### src/rtl/game_pkg.sv
// -----------------------------------------------------------------------------
// game_pkg
//   Shared game-datapath constants and types.
//   - Velocity and angle field widths used by the collision datapath.
//   - Default timing for the collision commit stage.
//   - State encoding for collision_commit.
//   - counter_width(): bits needed to hold 0..max_value (never less than 1).
// -----------------------------------------------------------------------------
package game_pkg;

  // Fixed-point velocity format: signed integer part plus fraction bits.
  localparam int VELOCITY_INTEGER_WIDTH  = 8;
  localparam int VELOCITY_FRACTION_WIDTH = 8;

  // Signed heading in degrees, 0..359.
  localparam int ANGLE_BITS = 10;

  // The upstream sqrt/angle iteration needs this many cycles to settle.
  localparam int COLLISION_SETTLE_CYCLES   = 40;
  // Frames during which new collisions are ignored after a commit.
  localparam int COLLISION_COOLDOWN_FRAMES = 8;

  typedef enum logic [1:0] {
    CC_IDLE,
    CC_SETTLE,
    CC_HOLD,
    CC_COOLDOWN
  } collision_commit_state_t;

  function automatic int counter_width(input int unsigned max_value);
    return (max_value < 1) ? 1 : $clog2(max_value + 1);
  endfunction

endpackage

### src/rtl/collision_cooldown_timer.sv
// -----------------------------------------------------------------------------
// collision_cooldown_timer
//   Frame-tick down counter. Loads a start value, decrements once per tick
//   and stops at zero.
//   Ports:
//     i_clk, i_rst_n   clock, asynchronous active-low reset (count -> 0)
//     i_load           load i_load_value (has priority over i_tick)
//     i_load_value     start value
//     i_tick           decrement request (ignored when already zero)
//     o_zero           count is zero
// -----------------------------------------------------------------------------
module collision_cooldown_timer #(
  parameter int WIDTH = 4
) (
  input  logic             i_clk,
  input  logic             i_rst_n,
  input  logic             i_load,
  input  logic [WIDTH-1:0] i_load_value,
  input  logic             i_tick,
  output logic             o_zero
);

  logic [WIDTH-1:0] count;

  // NOTE: sequential state is assigned with <= so every register samples the
  // pre-edge value of every other register, independent of block ordering.
  always_ff @(posedge i_clk or negedge i_rst_n) begin
    if (!i_rst_n) begin
      count <= '0;
    end else if (i_load) begin
      count <= i_load_value;
    end else if (i_tick && (count != '0)) begin
      count <= count - 1'b1;
    end
  end

  assign o_zero = (count == '0);

endmodule

### src/rtl/collision_commit.sv
// -----------------------------------------------------------------------------
// collision_commit
//   Waits for a collision to persist long enough for the upstream velocity and
//   angle results to settle, then snapshots them into output registers and
//   holds them until the consumer acknowledges. After an acknowledge, new
//   collisions are ignored for a number of frame ticks.
//   Ports:
//     i_clk, i_rst_n         clock, asynchronous active-low reset
//     i_frame_tick           one-cycle pulse per game frame
//     i_collision            collision flag from the upstream stage
//     i_car*_v_x/_v_y/_v_m   signed velocity components / magnitudes (VW)
//     i_car*_angle           signed heading, degrees (ANG_WIDTH)
//     i_ack                  consumer accepts the committed result
//     o_valid                committed result available (state HOLD)
//     o_car*_*               committed copies of the value inputs
//     o_busy                 any state other than IDLE
//     o_collision_count      committed collisions, saturating at 255
//   SETTLE_CYCLES must be at least 1.
// -----------------------------------------------------------------------------
module collision_commit
  import game_pkg::*;
#(
  parameter int unsigned SETTLE_CYCLES   = COLLISION_SETTLE_CYCLES,
  parameter int unsigned COOLDOWN_FRAMES = COLLISION_COOLDOWN_FRAMES,
  localparam int VW        = VELOCITY_INTEGER_WIDTH + VELOCITY_FRACTION_WIDTH,
  localparam int ANG_WIDTH = ANGLE_BITS
) (
  input  logic                        i_clk,
  input  logic                        i_rst_n,
  input  logic                        i_frame_tick,
  input  logic                        i_collision,
  input  logic signed [VW-1:0]        i_car1_v_x,
  input  logic signed [VW-1:0]        i_car1_v_y,
  input  logic signed [VW-1:0]        i_car2_v_x,
  input  logic signed [VW-1:0]        i_car2_v_y,
  input  logic signed [VW-1:0]        i_car1_v_m,
  input  logic signed [VW-1:0]        i_car2_v_m,
  input  logic signed [ANG_WIDTH-1:0] i_car1_angle,
  input  logic signed [ANG_WIDTH-1:0] i_car2_angle,
  input  logic                        i_ack,
  output logic                        o_valid,
  output logic signed [VW-1:0]        o_car1_v_x,
  output logic signed [VW-1:0]        o_car1_v_y,
  output logic signed [VW-1:0]        o_car2_v_x,
  output logic signed [VW-1:0]        o_car2_v_y,
  output logic signed [VW-1:0]        o_car1_v_m,
  output logic signed [VW-1:0]        o_car2_v_m,
  output logic signed [ANG_WIDTH-1:0] o_car1_angle,
  output logic signed [ANG_WIDTH-1:0] o_car2_angle,
  output logic                        o_busy,
  output logic [7:0]                  o_collision_count
);

  localparam int SW = counter_width(SETTLE_CYCLES - 1);
  localparam int CW = counter_width(COOLDOWN_FRAMES);
  localparam logic [SW-1:0] SETTLE_LOAD   = SW'(SETTLE_CYCLES - 1);
  localparam logic [CW-1:0] COOLDOWN_LOAD = CW'(COOLDOWN_FRAMES);

  collision_commit_state_t state, state_next;

  logic [SW-1:0] settle_cnt;
  logic          settle_load;
  logic          capture;
  logic          cooldown_load;
  logic          cooldown_tick;
  logic          cooldown_zero;

  // ---------------------------------------------------------------------------
  // State register
  // ---------------------------------------------------------------------------
  always_ff @(posedge i_clk or negedge i_rst_n) begin
    if (!i_rst_n) begin
      state <= CC_IDLE;
    end else begin
      state <= state_next;
    end
  end

  // ---------------------------------------------------------------------------
  // Next state and control strobes
  // ---------------------------------------------------------------------------
  // NOTE: every signal driven here gets a default first, so no path through
  // the case statement leaves one unassigned and no latch is inferred.
  always_comb begin
    state_next    = state;
    settle_load   = 1'b0;
    capture       = 1'b0;
    cooldown_load = 1'b0;
    case (state)
      CC_IDLE: begin
        if (i_frame_tick && i_collision) begin
          state_next  = CC_SETTLE;
          settle_load = 1'b1;
        end
      end
      CC_SETTLE: begin
        // A collision that disappears before settling is dropped silently.
        if (!i_collision) begin
          state_next = CC_IDLE;
        end else if (settle_cnt == '0) begin
          state_next = CC_HOLD;
          capture    = 1'b1;
        end
      end
      CC_HOLD: begin
        if (i_ack) begin
          state_next    = CC_COOLDOWN;
          cooldown_load = 1'b1;
        end
      end
      CC_COOLDOWN: begin
        // The exit cycle is spent here, so a tick coinciding with it cannot
        // start a new settle; the next tick is needed from IDLE.
        if (cooldown_zero) begin
          state_next = CC_IDLE;
        end
      end
      default: begin
        state_next = CC_IDLE;
      end
    endcase
  end

  // ---------------------------------------------------------------------------
  // Settle counter: loaded on entry, decrements every SETTLE cycle.
  // ---------------------------------------------------------------------------
  always_ff @(posedge i_clk or negedge i_rst_n) begin
    if (!i_rst_n) begin
      settle_cnt <= '0;
    end else if (settle_load) begin
      settle_cnt <= SETTLE_LOAD;
    end else if ((state == CC_SETTLE) && (settle_cnt != '0)) begin
      settle_cnt <= settle_cnt - 1'b1;
    end
  end

  // ---------------------------------------------------------------------------
  // Cooldown: counts frame ticks only while in COOLDOWN.
  // ---------------------------------------------------------------------------
  assign cooldown_tick = i_frame_tick && (state == CC_COOLDOWN);

  collision_cooldown_timer #(
    .WIDTH (CW)
  ) u_cooldown_timer (
    .i_clk        (i_clk),
    .i_rst_n      (i_rst_n),
    .i_load       (cooldown_load),
    .i_load_value (COOLDOWN_LOAD),
    .i_tick       (cooldown_tick),
    .o_zero       (cooldown_zero)
  );

  // ---------------------------------------------------------------------------
  // Committed result registers: straight copies, held until the next capture.
  // ---------------------------------------------------------------------------
  // NOTE: these data registers carry a reset because the outputs must read
  // zero during reset; pure storage without that need would skip it.
  always_ff @(posedge i_clk or negedge i_rst_n) begin
    if (!i_rst_n) begin
      o_car1_v_x        <= '0;
      o_car1_v_y        <= '0;
      o_car2_v_x        <= '0;
      o_car2_v_y        <= '0;
      o_car1_v_m        <= '0;
      o_car2_v_m        <= '0;
      o_car1_angle      <= '0;
      o_car2_angle      <= '0;
      o_collision_count <= '0;
    end else if (capture) begin
      o_car1_v_x   <= i_car1_v_x;
      o_car1_v_y   <= i_car1_v_y;
      o_car2_v_x   <= i_car2_v_x;
      o_car2_v_y   <= i_car2_v_y;
      o_car1_v_m   <= i_car1_v_m;
      o_car2_v_m   <= i_car2_v_m;
      o_car1_angle <= i_car1_angle;
      o_car2_angle <= i_car2_angle;
      if (o_collision_count != 8'hFF) begin
        o_collision_count <= o_collision_count + 8'd1;
      end
    end
  end

  assign o_valid = (state == CC_HOLD);
  assign o_busy  = (state != CC_IDLE);

endmodule

### config.mk
export PLATFORM = sky130hd
export DESIGN_NAME = collision_commit
export DESIGN_NICKNAME = d
export VERILOG_FILES = /design/src/rtl/game_pkg.sv /design/src/rtl/collision_cooldown_timer.sv /design/src/rtl/collision_commit.sv
export SDC_FILE = /design/constraint.sdc
export NUM_CORES = 1
export LEC_CHECK = 0
export BUFFER_PORTS_ARGS = -buffer_cell sky130_fd_sc_hd__buf_2
export CAP_MARGIN = 20
export CORE_AREA = 2 2 137 139
export CTS_BUF_LIST = sky130_fd_sc_hd__clkbuf_16
export DETAILED_ROUTE_END_ITERATION = 10
export DIE_AREA = 0 0 139 141
export PLACE_DENSITY_LB_ADDON = 0.05
export SLEW_MARGIN = 30
export SYNTH_ARGS = -nofsm -noshare
export SYNTH_HDL_FRONTEND = slang
export SYNTH_SLANG_ARGS = --single-unit
### constraint.sdc
create_clock -name i_clk -period 2.95 [get_ports i_clk]
set_input_delay 0 -clock i_clk [delete_from_list [all_inputs] [get_ports i_clk]]
set_output_delay 0 -clock i_clk [all_outputs]
set_load 0.03 [all_outputs]
==> metrics.cfg <==
[layout]
antenna_cells = 0
area_delta_synth_final_pct = 61.0
final_common_cell = buf_2
drive_above_1_share = 0.541
nFillCells = 1651
final_cell_mix = buf_2, dfrtp_1, dlygate4sd3_1
nets = 848

[drt]
wl_per_cell_um = 13.9
num_vias = 4133
drt-total-wl_um = 13400
vias_per_cell = 4.27
dr.pass1.iters = 4
first_iter_violations = 72
antenna_left = 0
drc = 0

[clock_network]
cts_tree = built
cts_htree_levels = 4
clk_pin_slew_ps = 60
post_cts_buffers = 0
cts_buffers = 17
clk_latency_ps = 420
cts.sinks = 136
clockRootBuffer = clkbuf_16
cts_buffer_depth = 2

[floorplanning]
die-area_um2 = 19600
initial_utilization = 0.293
die_width_um = 139
fp.dieH_um = 141
ios = 247
std_cell_rows = 50
core_area_um2 = 18300

[worst_setup_path]
critPathBufInv = 2
path_max_fanout = 51
start_kind = flip-flop
r2r-end = o_car1_v_y[12]
worst-r2r-setup-slack_ps = 820
slowest_stage = buf_4
crit_family = buffers and inverters
worst-setup-path-type = reg2reg
critPathCaptureType = flip-flop
regToRegStartpoint = settle_cnt[0]
arrival_ps = 2430
reg2reg_depth = 6
slowest_delay_ps = 550
startpoint = settle_cnt[0]
cp.required_ps = 3250
crit_path_cell_trace = inv_1 > ha_1 > nor2b_1 > nand4_4 > buf_4 > mux2_2

[place]
place.gp.congestion = 0.690
io_buffers = 246
dp_hpwl_um = 9050

[synth]
yosysWarnings = 0
synth_cell_type_count = 34
synth-seq-cells = 136
netlist_instances = 348
synthTopCellsByArea = dfrtp_1, mux2_2, xor2_1
synthArstFlopShare = 1.00
synthesis.nets = 473
yosysSeqAreaShare = 0.635
synthesis.area_um2 = 5360
synth_top_area_frac = 0.635
synth_flop_cell = dfrtp_1
synth-edff-count = 0
synth_top_area_cell = dfrtp_1
syn_area_per_cell_um2 = 15.4

[grt]
grtUsageMet1 = 0.165
antenna_found_initial = 0
grt_pass1_vias = 4404
grt_max_degree = 73
track_usage = 0.139
grt_pass1_wl_um = 21700
top_usage_layer = met2
grt_util_met3 = 0.0574
globalRouteOverflowTotal = 0
use_met2 = 0.226

[sta]
tightest_slew_ps = 696
final_max_slew_viol_count = 0
hold_violations = 0
setup_viol = 0
skew_ps = 9.06
timing.hold.ws_ps = 134
max_freq_mhz = 470
fin_crit_sh = 0.722
fin_setup_tns_ps = 0
max_slew_margin = 0.536
rsz0062_at_grt = no
fin_crit_ps = 2130

[flow_run]
maxCapViolCount = 0

[worst_hold_path]
hold_path.class = in2reg
hold_depth = 4
worstHoldStart = i_collision
hold_path_end = settle_cnt[0]

[pwr]
vdd_drop_max_v = 0.000400
power.density_nw_per_um2 = 721
p_leak_nw = 4.81
fin_total_pwr_w = 0.00622

[run_status]
outcome = finished clean

==> synth_stat cells, types with 3 or more instances <==
cell type	number
dfrtp_1	136
mux2_2	110
xor2_1	12
nand2_1	10
nand3_1	9
buf_4	8
mux2_1	7
nor2_1	7
inv_1	6
buf_2	5
ha_1	4
nor2b_1	3
nor4_2	3
o21ai_0	3
==> area by class of cell <==
| type | count | area (µm²) | share of cell area |
|---|---|---|---|
| multi-input cells | 193 | 1860 | 0.215 |
| inverters | 6 | 22.5 | 0.00261 |
| well taps | 234 | 293 | 0.0339 |
| clock buffers | 17 | 425 | 0.0493 |
| flip-flops and latches | 136 | 3400 | 0.394 |
| clock inverters | 14 | 158 | 0.0183 |
| repair buffers | 369 | 2470 | 0.286 |
==> kinds of logic after synthesis <==
kind of cell / synth area share
DFF: 0.635
muxes: 0.248
buffers and inverters: 0.0201
xor gates and xnor gates: 0.0213
and+or+nand+nor: 0.0537
AOI/OAI and AO/OA: 0.0126
adders and majority gates: 0.00934
==> worst register-to-register path, cell delays in order, from the launching register on <==
cell	delay [ps]
dfrtp_1	340
inv_1	70
ha_1	200
nor2b_1	160
nand4_4	190
buf_4	550
mux2_2	480
==> how the worst max path moves through the flow <==
stage,endpoint,slack (ps),cells past startpoint
final,o_car1_v_y[12],820,6
after global routing,o_car1_v_y[9],670,6
after CTS,o_car1_angle[9],800,6
after detailed placement,o_car1_v_y[15],810,6
after global placement,o_car1_v_x[7],850,6
after floorplan,o_collision_count[1],1180,7
==> routing by layer <==
metal	wire length, µm	part of all wire
met1	5650	0.42
met2	6530	0.49
met3	1050	0.079
met4	193	0.014
met5	0	0
==> state kept, by name (all words and copies together) (netlist names), named ones only <==
name and flops:
o_car1_angle 10, o_car1_v_m 16, o_car1_v_x 16, o_car1_v_y 16, o_car2_angle 10, o_car2_v_m 16, o_car2_v_x 16, o_car2_v_y 16
o_collision_count 8, settle_cnt 6, state 1, u_cooldown_timer.count 4
==> through the flow <==
stage,util,instances,setup slack (ps),area [µm²]
after floorplan,-,348,1180,5360
after global placement,0.375,819,855,6850
after detailed placement,0.375,819,807,6850
after CTS,0.472,969,796,8630
after global routing,0.472,969,667,8630
final,0.472,969,821,8630
==> power by group <==
part           leakage (nW)  switching [W]  internal (W)  total (W)
Clock                 0.286       0.000808       0.00132    0.00212
Combinational          2.66        0.00100      0.000676    0.00168
Sequential             1.87       0.000212       0.00220    0.00242
==> timing repair <==
item	4_1_cts	5_1_grt
resized for setup	0	0
hold buffers	119	0
hold endpoints to repair	197	0
(Power assumes the default switching activity.)
